## config.mk

```make
export PLATFORM = sky130hd
export DESIGN_NAME = jt12_lfo_pm
export DESIGN_NICKNAME = d
export VERILOG_FILES = /design/src/rtl/jt12_lfo_pm.sv
export SDC_FILE = /design/constraint.sdc
export NUM_CORES = 1
export LEC_CHECK = 0
export CORE_MARGIN = 2
export CORE_UTILIZATION = 30
export CTS_CLUSTER_SIZE = 8
export DETAILED_ROUTE_END_ITERATION = 16
export MAX_ROUTING_LAYER = met4
export PLACE_DENSITY_LB_ADDON = 0.25
export SYNTH_ARGS = -nofsm -noshare
export SYNTH_HDL_FRONTEND = slang
export SYNTH_SLANG_ARGS = --single-unit
export TNS_END_PERCENT = 30
```

## constraint.sdc

```tcl
create_clock -name clk -period 9.65 [get_ports clk]
set_input_delay 1.93 -clock clk [delete_from_list [all_inputs] [get_ports clk]]
set_output_delay 1.93 -clock clk [all_outputs]
set_load 0.02 [all_outputs]
```

## src/rtl/jt12_lfo_pm.sv

```systemverilog
// jt12_lfo_pm
//  LFO counter and vibrato (phase modulation) stage that sits just before the
//  phase generator. A 7-bit LFO counter advances once every P rounds of 24
//  slots (P selected by lfo_freq). Each slot's F-number is offset by an amount
//  derived from the LFO position, the slot's PM sensitivity and the upper
//  F-number bits; block is passed through with matching delay.
//
// Ports
//  clk       system clock
//  rst       synchronous reset, active-high (wins over clk_en)
//  clk_en    clock enable; all state advances only when high
//  zero      one enabled cycle per 24-slot round
//  lfo_en    LFO enable; when low the LFO is held cleared
//  lfo_freq  LFO rate select
//  pms       PM sensitivity of the current slot's channel
//  fnum_in   current slot's F-number
//  block_in  current slot's block
//  fnum_I    modulated F-number, 2 enabled cycles after fnum_in
//  block_I   block, 2 enabled cycles after block_in
//  lfo_mod   current LFO counter value (AM source)

module jt12_lfo_pm #(
    parameter int PM_SHIFT = 8
) (
    input  logic        clk,
    input  logic        rst,
    input  logic        clk_en,
    input  logic        zero,
    input  logic        lfo_en,
    input  logic [2:0]  lfo_freq,
    input  logic [2:0]  pms,
    input  logic [10:0] fnum_in,
    input  logic [2:0]  block_in,
    output logic [10:0] fnum_I,
    output logic [2:0]  block_I,
    output logic [6:0]  lfo_mod
);

    logic [6:0]  lfo_cnt;
    logic [6:0]  div;
    logic [6:0]  per_m1;

    logic [4:0]  step;
    logic [2:0]  idx;
    logic [4:0]  gain;
    logic [7:0]  depth;
    logic [14:0] prod_a;

    logic [14:0] prod_q;
    logic        sgn_q;
    logic [10:0] fnum_q;
    logic [2:0]  block_q;

    logic [14:0] off_w;
    logic [14:0] sum_w;
    logic [10:0] diff_w;
    logic [10:0] fnum_b;

    // Divider terminal count (period minus one, in rounds)
    always_comb begin
        per_m1 = 7'd107;
        case (lfo_freq)
            3'd0: per_m1 = 7'd107;
            3'd1: per_m1 = 7'd76;
            3'd2: per_m1 = 7'd70;
            3'd3: per_m1 = 7'd66;
            3'd4: per_m1 = 7'd61;
            3'd5: per_m1 = 7'd43;
            3'd6: per_m1 = 7'd7;
            3'd7: per_m1 = 7'd4;
            default: per_m1 = 7'd107;
        endcase
    end

    // Triangle position: upper half of each 16-step half-period mirrors back down
    always_comb begin
        step = lfo_cnt[6:2];
        idx  = step[3] ? ~step[2:0] : step[2:0];
        gain = 5'd0;
        case (pms)
            3'd0: gain = 5'd0;
            3'd1: gain = 5'd1;
            3'd2: gain = 5'd2;
            3'd3: gain = 5'd3;
            3'd4: gain = 5'd4;
            3'd5: gain = 5'd6;
            3'd6: gain = 5'd12;
            3'd7: gain = 5'd24;
            default: gain = 5'd0;
        endcase
        depth  = 8'(idx) * 8'(gain);
        prod_a = 15'(fnum_in[10:4]) * 15'(depth);
    end

    // Offset never exceeds 83, so the upward sum can only overflow 11 bits
    // by a small amount (saturate) and the downward path cannot underflow.
    always_comb begin
        off_w  = prod_q >> PM_SHIFT;
        sum_w  = {4'd0, fnum_q} + off_w;
        diff_w = fnum_q - off_w[10:0];
        if (sgn_q)
            fnum_b = diff_w;
        else if (sum_w > 15'd2047)
            fnum_b = 11'h7FF;
        else
            fnum_b = sum_w[10:0];
    end

    always_ff @(posedge clk) begin
        if (rst) begin
            lfo_cnt <= 7'd0;
            div     <= 7'd0;
            prod_q  <= 15'd0;
            sgn_q   <= 1'b0;
            fnum_q  <= 11'd0;
            block_q <= 3'd0;
            fnum_I  <= 11'd0;
            block_I <= 3'd0;
        end else if (clk_en) begin
            if (zero) begin
                if (!lfo_en) begin
                    div     <= 7'd0;
                    lfo_cnt <= 7'd0;
                end else if (div >= per_m1) begin
                    // >= so a lowered rate mid-count wraps on the next round
                    div     <= 7'd0;
                    lfo_cnt <= lfo_cnt + 7'd1;
                end else begin
                    div <= div + 7'd1;
                end
            end
            prod_q  <= prod_a;
            sgn_q   <= step[4];
            fnum_q  <= fnum_in;
            block_q <= block_in;
            fnum_I  <= fnum_b;
            block_I <= block_q;
        end
    end

    assign lfo_mod = lfo_cnt;

endmodule

```

* Word-level counts from Yosys, hierarchy flattened
Memory sizes are Yosys's and may differ from the RTL's.
Index checks and enable logic that the tools add are counted.
** Operators by class
- Equal/unequal tests :: 1
- Reduce and logical (&&, ||, !) cells :: 2
- $mul :: 2
- Bitwise logic cells :: 1
- Muxes and demuxes :: 7
- $add $sub $neg :: 4
- Order comparisons :: 2
** Operators by type and width (number)
- 7-bit two-way mux :: 4
- 11-bit two-way mux :: 2
- 7-bit by 8-bit multiplier with 15-bit output :: 1
- 7-bit by 1-bit adder with 7-bit output (second input constant) :: 2
- 11-bit by 7-bit adder with 12-bit output :: 1
- 12-bit by 11-bit > comparator with 1-bit output (second input constant) :: 1
- 11-bit by 7-bit subtractor with 11-bit output :: 1
- 3-bit by 5-bit multiplier with 8-bit output :: 1
- 7-bit greater-or-equal comparator :: 1
- 3-bit two-way mux :: 1
- 3-bit NOT :: 1
- 3-bit AND reduction :: 1
- 2-bit by 1-bit != test with 1-bit output (second input constant) :: 1
- 2-bit AND reduction :: 1
** Storage, ports and cells
- Input bits :: 25
- Memories kept :: 2
- Flip-flop bits (word level) :: 58
- Bits in read-only memories :: 96
- Word-level logic and storage cells :: 29
** Memory list
- (name not given) :: depth 8, width 7, read ports 1, clocked after Yosys merged registers in 0, write ports 0, RTL line 62 : case (lfo_freq)
- (name not given) :: depth 8, width 5, read ports 1, clocked after Yosys merged registers in 0, write ports 0, RTL line 80 : case (pms)

* Depth between registers and ports, before layout
- Depth after elaboration :: 4
- Depth in mapped cells :: 26
- Depth with buffers taken out :: 25

* Worst setup path after synthesis
OpenSTA, ideal clock, no wires.
- Path kind :: input-to-reg
- Start :: input pms[2]
- End :: register prod_q[10]
- Arrival time :: 7.620 ns
- Stages :: 24
- Path slack :: 1.892 ns
- Path buffers :: 1
- Required time :: 9.512 ns
- Library setup time :: 0.138 ns
- Path through :: clkbuf_1 a21boi_0 nand2_1 fa_1 inv_1 ha_1 fa_1 a21o_1 a21oi_1 xnor2_1 and2_1 fa_1 fa_1 fa_1 inv_1 fa_1 inv_1 ha_1 nor3_1 o21ai_0 or2_2 a31oi_1 mux2i_1 o31ai_1
** Between the ends
- Longest elaborated chain between the ends :: 3
** Ends and longest elaborated chain
- from (decl) :: RTL line 31 : input logic [2:0] pms,
- memory read 8 x 5 bit
- 3-bit by 5-bit multiplier with 8-bit output :: RTL line 91 : depth = 8'(idx) * 8'(gain);
- 7-bit by 8-bit multiplier with 15-bit output :: RTL line 92 : prod_a = 15'(fnum_in[10:4]) * 15'(depth);
- to (signal assigned) :: RTL line 132 : prod_q <= prod_a;
- to (decl) :: RTL line 49 : logic [14:0] prod_q;
Every way passes these cells.
A chain may end at the register's enable or synchronous reset.

* Worst setup path after layout
Same ends and word-level chain as after synthesis.

==> results.cfg <==
[status]
status = complete, no violations

[worst_setup_path]
cp_slowest_stage_delay_ns = 0.63
r2r_slack_ns = 2.92
cp_max_fo = 11
worstReg2RegStart = lfo_mod[2]$_SDFFE_PP0P_
crit_chain = clkdlybuf4s50_1 -> a21boi_0 -> nand2_1 -> fa_1 -> inv_1 -> ha_1 -> fa_1 -> a21o_1 -> a21oi_1 -> xnor2_1 -> and2_1 -> fa_1 -> fa_1 -> fa_1 -> inv_1 -> fa_1 -> inv_1 -> ha_1 -> nor3_1 -> o21ai_0 -> or2_2 -> a31oi_1 -> mux2i_1 -> o31ai_1
crit_family = adder cells
cp-end-kind = register
cp_slowest_cell = clkdlybuf4s50_1
cp.required_ns = 9.80
start_kind = input pin
cpMostUsedCell = fa_1
r2r-end = prod_q[10]$_SDFFE_PP0P_
reg2regPathDepth = 23
cp_num_buf_inv = 4
crit_cells = 24
worstPathArrival_ns = 8.67
critPathKind = input pin to register

[finish]
final_nets = 723
area_growth_pct = 16.8
drive_gt1_share_pct = 2.67
diodes = 0

[logic_synthesis]
synth_edf_count = 0
async_flop_share_pct = 0
synth_cells = 565
synth_top_area_cell = dfxtp_1
ys_seq_elements = 50
synth-seq-area-share_pct = 20.5
synth_top_cell_area_share_pct = 20.5
synth.avg_cell_area_um2 = 8.66
yosysMostFrequentCell = ha_1
synth.distinct_cells = 58
syn_nets = 689
synth_common_cells = 65 x ha_1, 60 x inv_1, 50 x dfxtp_1, 49 x nor2_1, 40 x nand2_1
synthTopCellsByArea = dfxtp_1 20%, ha_1 17%, fa_1 14%
syn_area_um2 = 4890
synth_ff_type = dfxtp_1
yosysWarnings = 0

[grt]
grt_max_degree = 44
grt_overflow_total = 0
antenna_found_initial = 0
grt_pass1_wl_um = 18800
grt_pass1_vias = 3855
grt_usage_pct = 13.2

[route]
drt_iter0_markers = 234
drt-total-wl_um = 11100
drcViolationCount = 0
dr.pass1.iters = 4
wl_per_cell_um = 13.6
ant_nets = 0
routed_via_density = 4.79
dr_total_vias = 3911

[clock_network]
cts_sinks = 50
postCtsHoldBufs = 0
cts-root-buf = clkbuf_16
h-tree-depth = 2
cts_setup_buffers = 0
path_clk_slew_ns = 0.07
numCtsBuffers = 5
clockBufferDepth = 2
clock_latency_ns = 0.29
cts_resized = 0
cts_tree = yes

[worst_hold_path]
hp-start = fnum_I[7]$_SDFFE_PP0P_
hold_depth = 1
hold_path.class = register to register
min_to = fnum_I[7]$_SDFFE_PP0P_

[power]
pwr_density_cell_nw_per_um2 = 86.9
power.leakage_nw = 2.67
ir_worst_vdd_uv = 69.5

[die]
die_w_um = 132
die_y_um = 132
coreArea_um2 = 15900
fp-row-count = 46
io_pins = 46
start_util_pct = 30.8
die-area_um2 = 17300

[placed_design]
io_buffer_count = 45
gp_congestion = 0.823
dp_slack_ns = 0.919
hpwlAfterDp_um = 8650

[sta]
tns_ns = 0
finalSetupViolations = 0
relSlewSlack_pct = 26.5
rsz0062_at_grt = false
fin_skew_ns = 0.00552
worst_slack_ns = 1.13
finalHoldViolations = 0
slew_violations = 0
period_share_pct = 88.3
tightest_slew_ns = 1.10
max_freq_ghz = 0.117
period_minus_slack_ns = 8.52

[flow_run]
drv_cap = 0
logic make-up after synthesis:
kind of cell             synth area share (%)
buffers and inverters                    6.16
adder cells (fa/ha/maj)                  30.5
AND/OR/NAND/NOR                          20.4
multiplexers                             4.50
AO/OA/AOI/OAI                            13.5
flip-flops                               20.5
XOR/XNOR                                 4.47
sequential cells by signal, summed over array words and instances, names as in the netlist:
signal and cells:
block_I 3, block_q 3, div 7, fnum_I 11, fnum_q 11, lfo_mod 7, prod_q 7, sgn_q 1
layout make-up:
class	instances	area, um2
Timing Repair Buffer	47	460
Clock buffer	6	129
Fill cell	1628	10200
Multi-Input combinational cell	435	3590
Inverter	60	225
Clock inverter	2	37.5
Sequential cell	50	1000
Tap cell	216	270
metal layers:
| layer | vias up | share of wire, % | global-route usage (%) |
|---|---|---|---|
| met2 | 60 | 46 | 20.8 |
| li1 | 1993 | - | - |
| met4 | 0 | 0.65 | 2.23 |
| met5 | - | 0 | - |
| met3 | 8 | 2.6 | 1.47 |
| met1 | 1850 | 50 | 18.6 |
worst max-delay path by stage:
stage                start                       to  slack (ns)
detailed placement  pms[2]  prod_q[10]$_SDFFE_PP0P_        0.92
CTS                 pms[2]  prod_q[10]$_SDFFE_PP0P_        1.19
global placement    pms[2]  prod_q[14]$_SDFFE_PP0P_        1.12
floorplan           pms[2]  prod_q[10]$_SDFFE_PP0P_        1.89
finish              pms[2]  prod_q[10]$_SDFFE_PP0P_        1.13
global route        pms[2]  prod_q[14]$_SDFFE_PP0P_        0.80
power by group:
group / internal, mW / switching [mW]
registers: 0.214 / 0.00682
logic: 0.0349 / 0.0418
clock network: 0.122 / 0.0769
layout by cell type (no fill, tap or decap), types with 8 or more instances in the layout:
cell type | Yosys | final
ha_1 | 65 | 65
nor2_1 | 49 | 49
nand2b_1 | 8 | 8
o21ai_0 | 18 | 18
dfxtp_1 | 50 | 50
inv_1 | 60 | 60
clkdlybuf4s50_1 | 0 | 44
nand2_1 | 40 | 40
nand3_1 | 8 | 8
xnor2_1 | 16 | 16
fa_1 | 34 | 34
a21oi_1 | 23 | 23
and2_1 | 38 | 38
a211oi_1 | 12 | 12
xor2_1 | 9 | 9
mux2i_1 | 22 | 22
a21o_1 | 8 | 8
metrics by stage:
step | power (mW) | std cells | cell area [um2] | utilization, % | hold slack [ns]
2_1_floorplan | 0.270 | 565 | 4890 | - | 0.443
3_3_place_gp | 0.301 | 808 | 5550 | 34.9 | 0.467
3_5_place_dp | 0.302 | 808 | 5550 | 34.9 | 0.476
4_1_cts | 0.504 | 816 | 5710 | 36.0 | 0.491
5_1_grt | 0.521 | 816 | 5710 | 36.0 | 0.519
6_report | 0.497 | 816 | 5710 | 36.0 | 0.487
No activity file was read; power rests on OpenSTA's default activity.
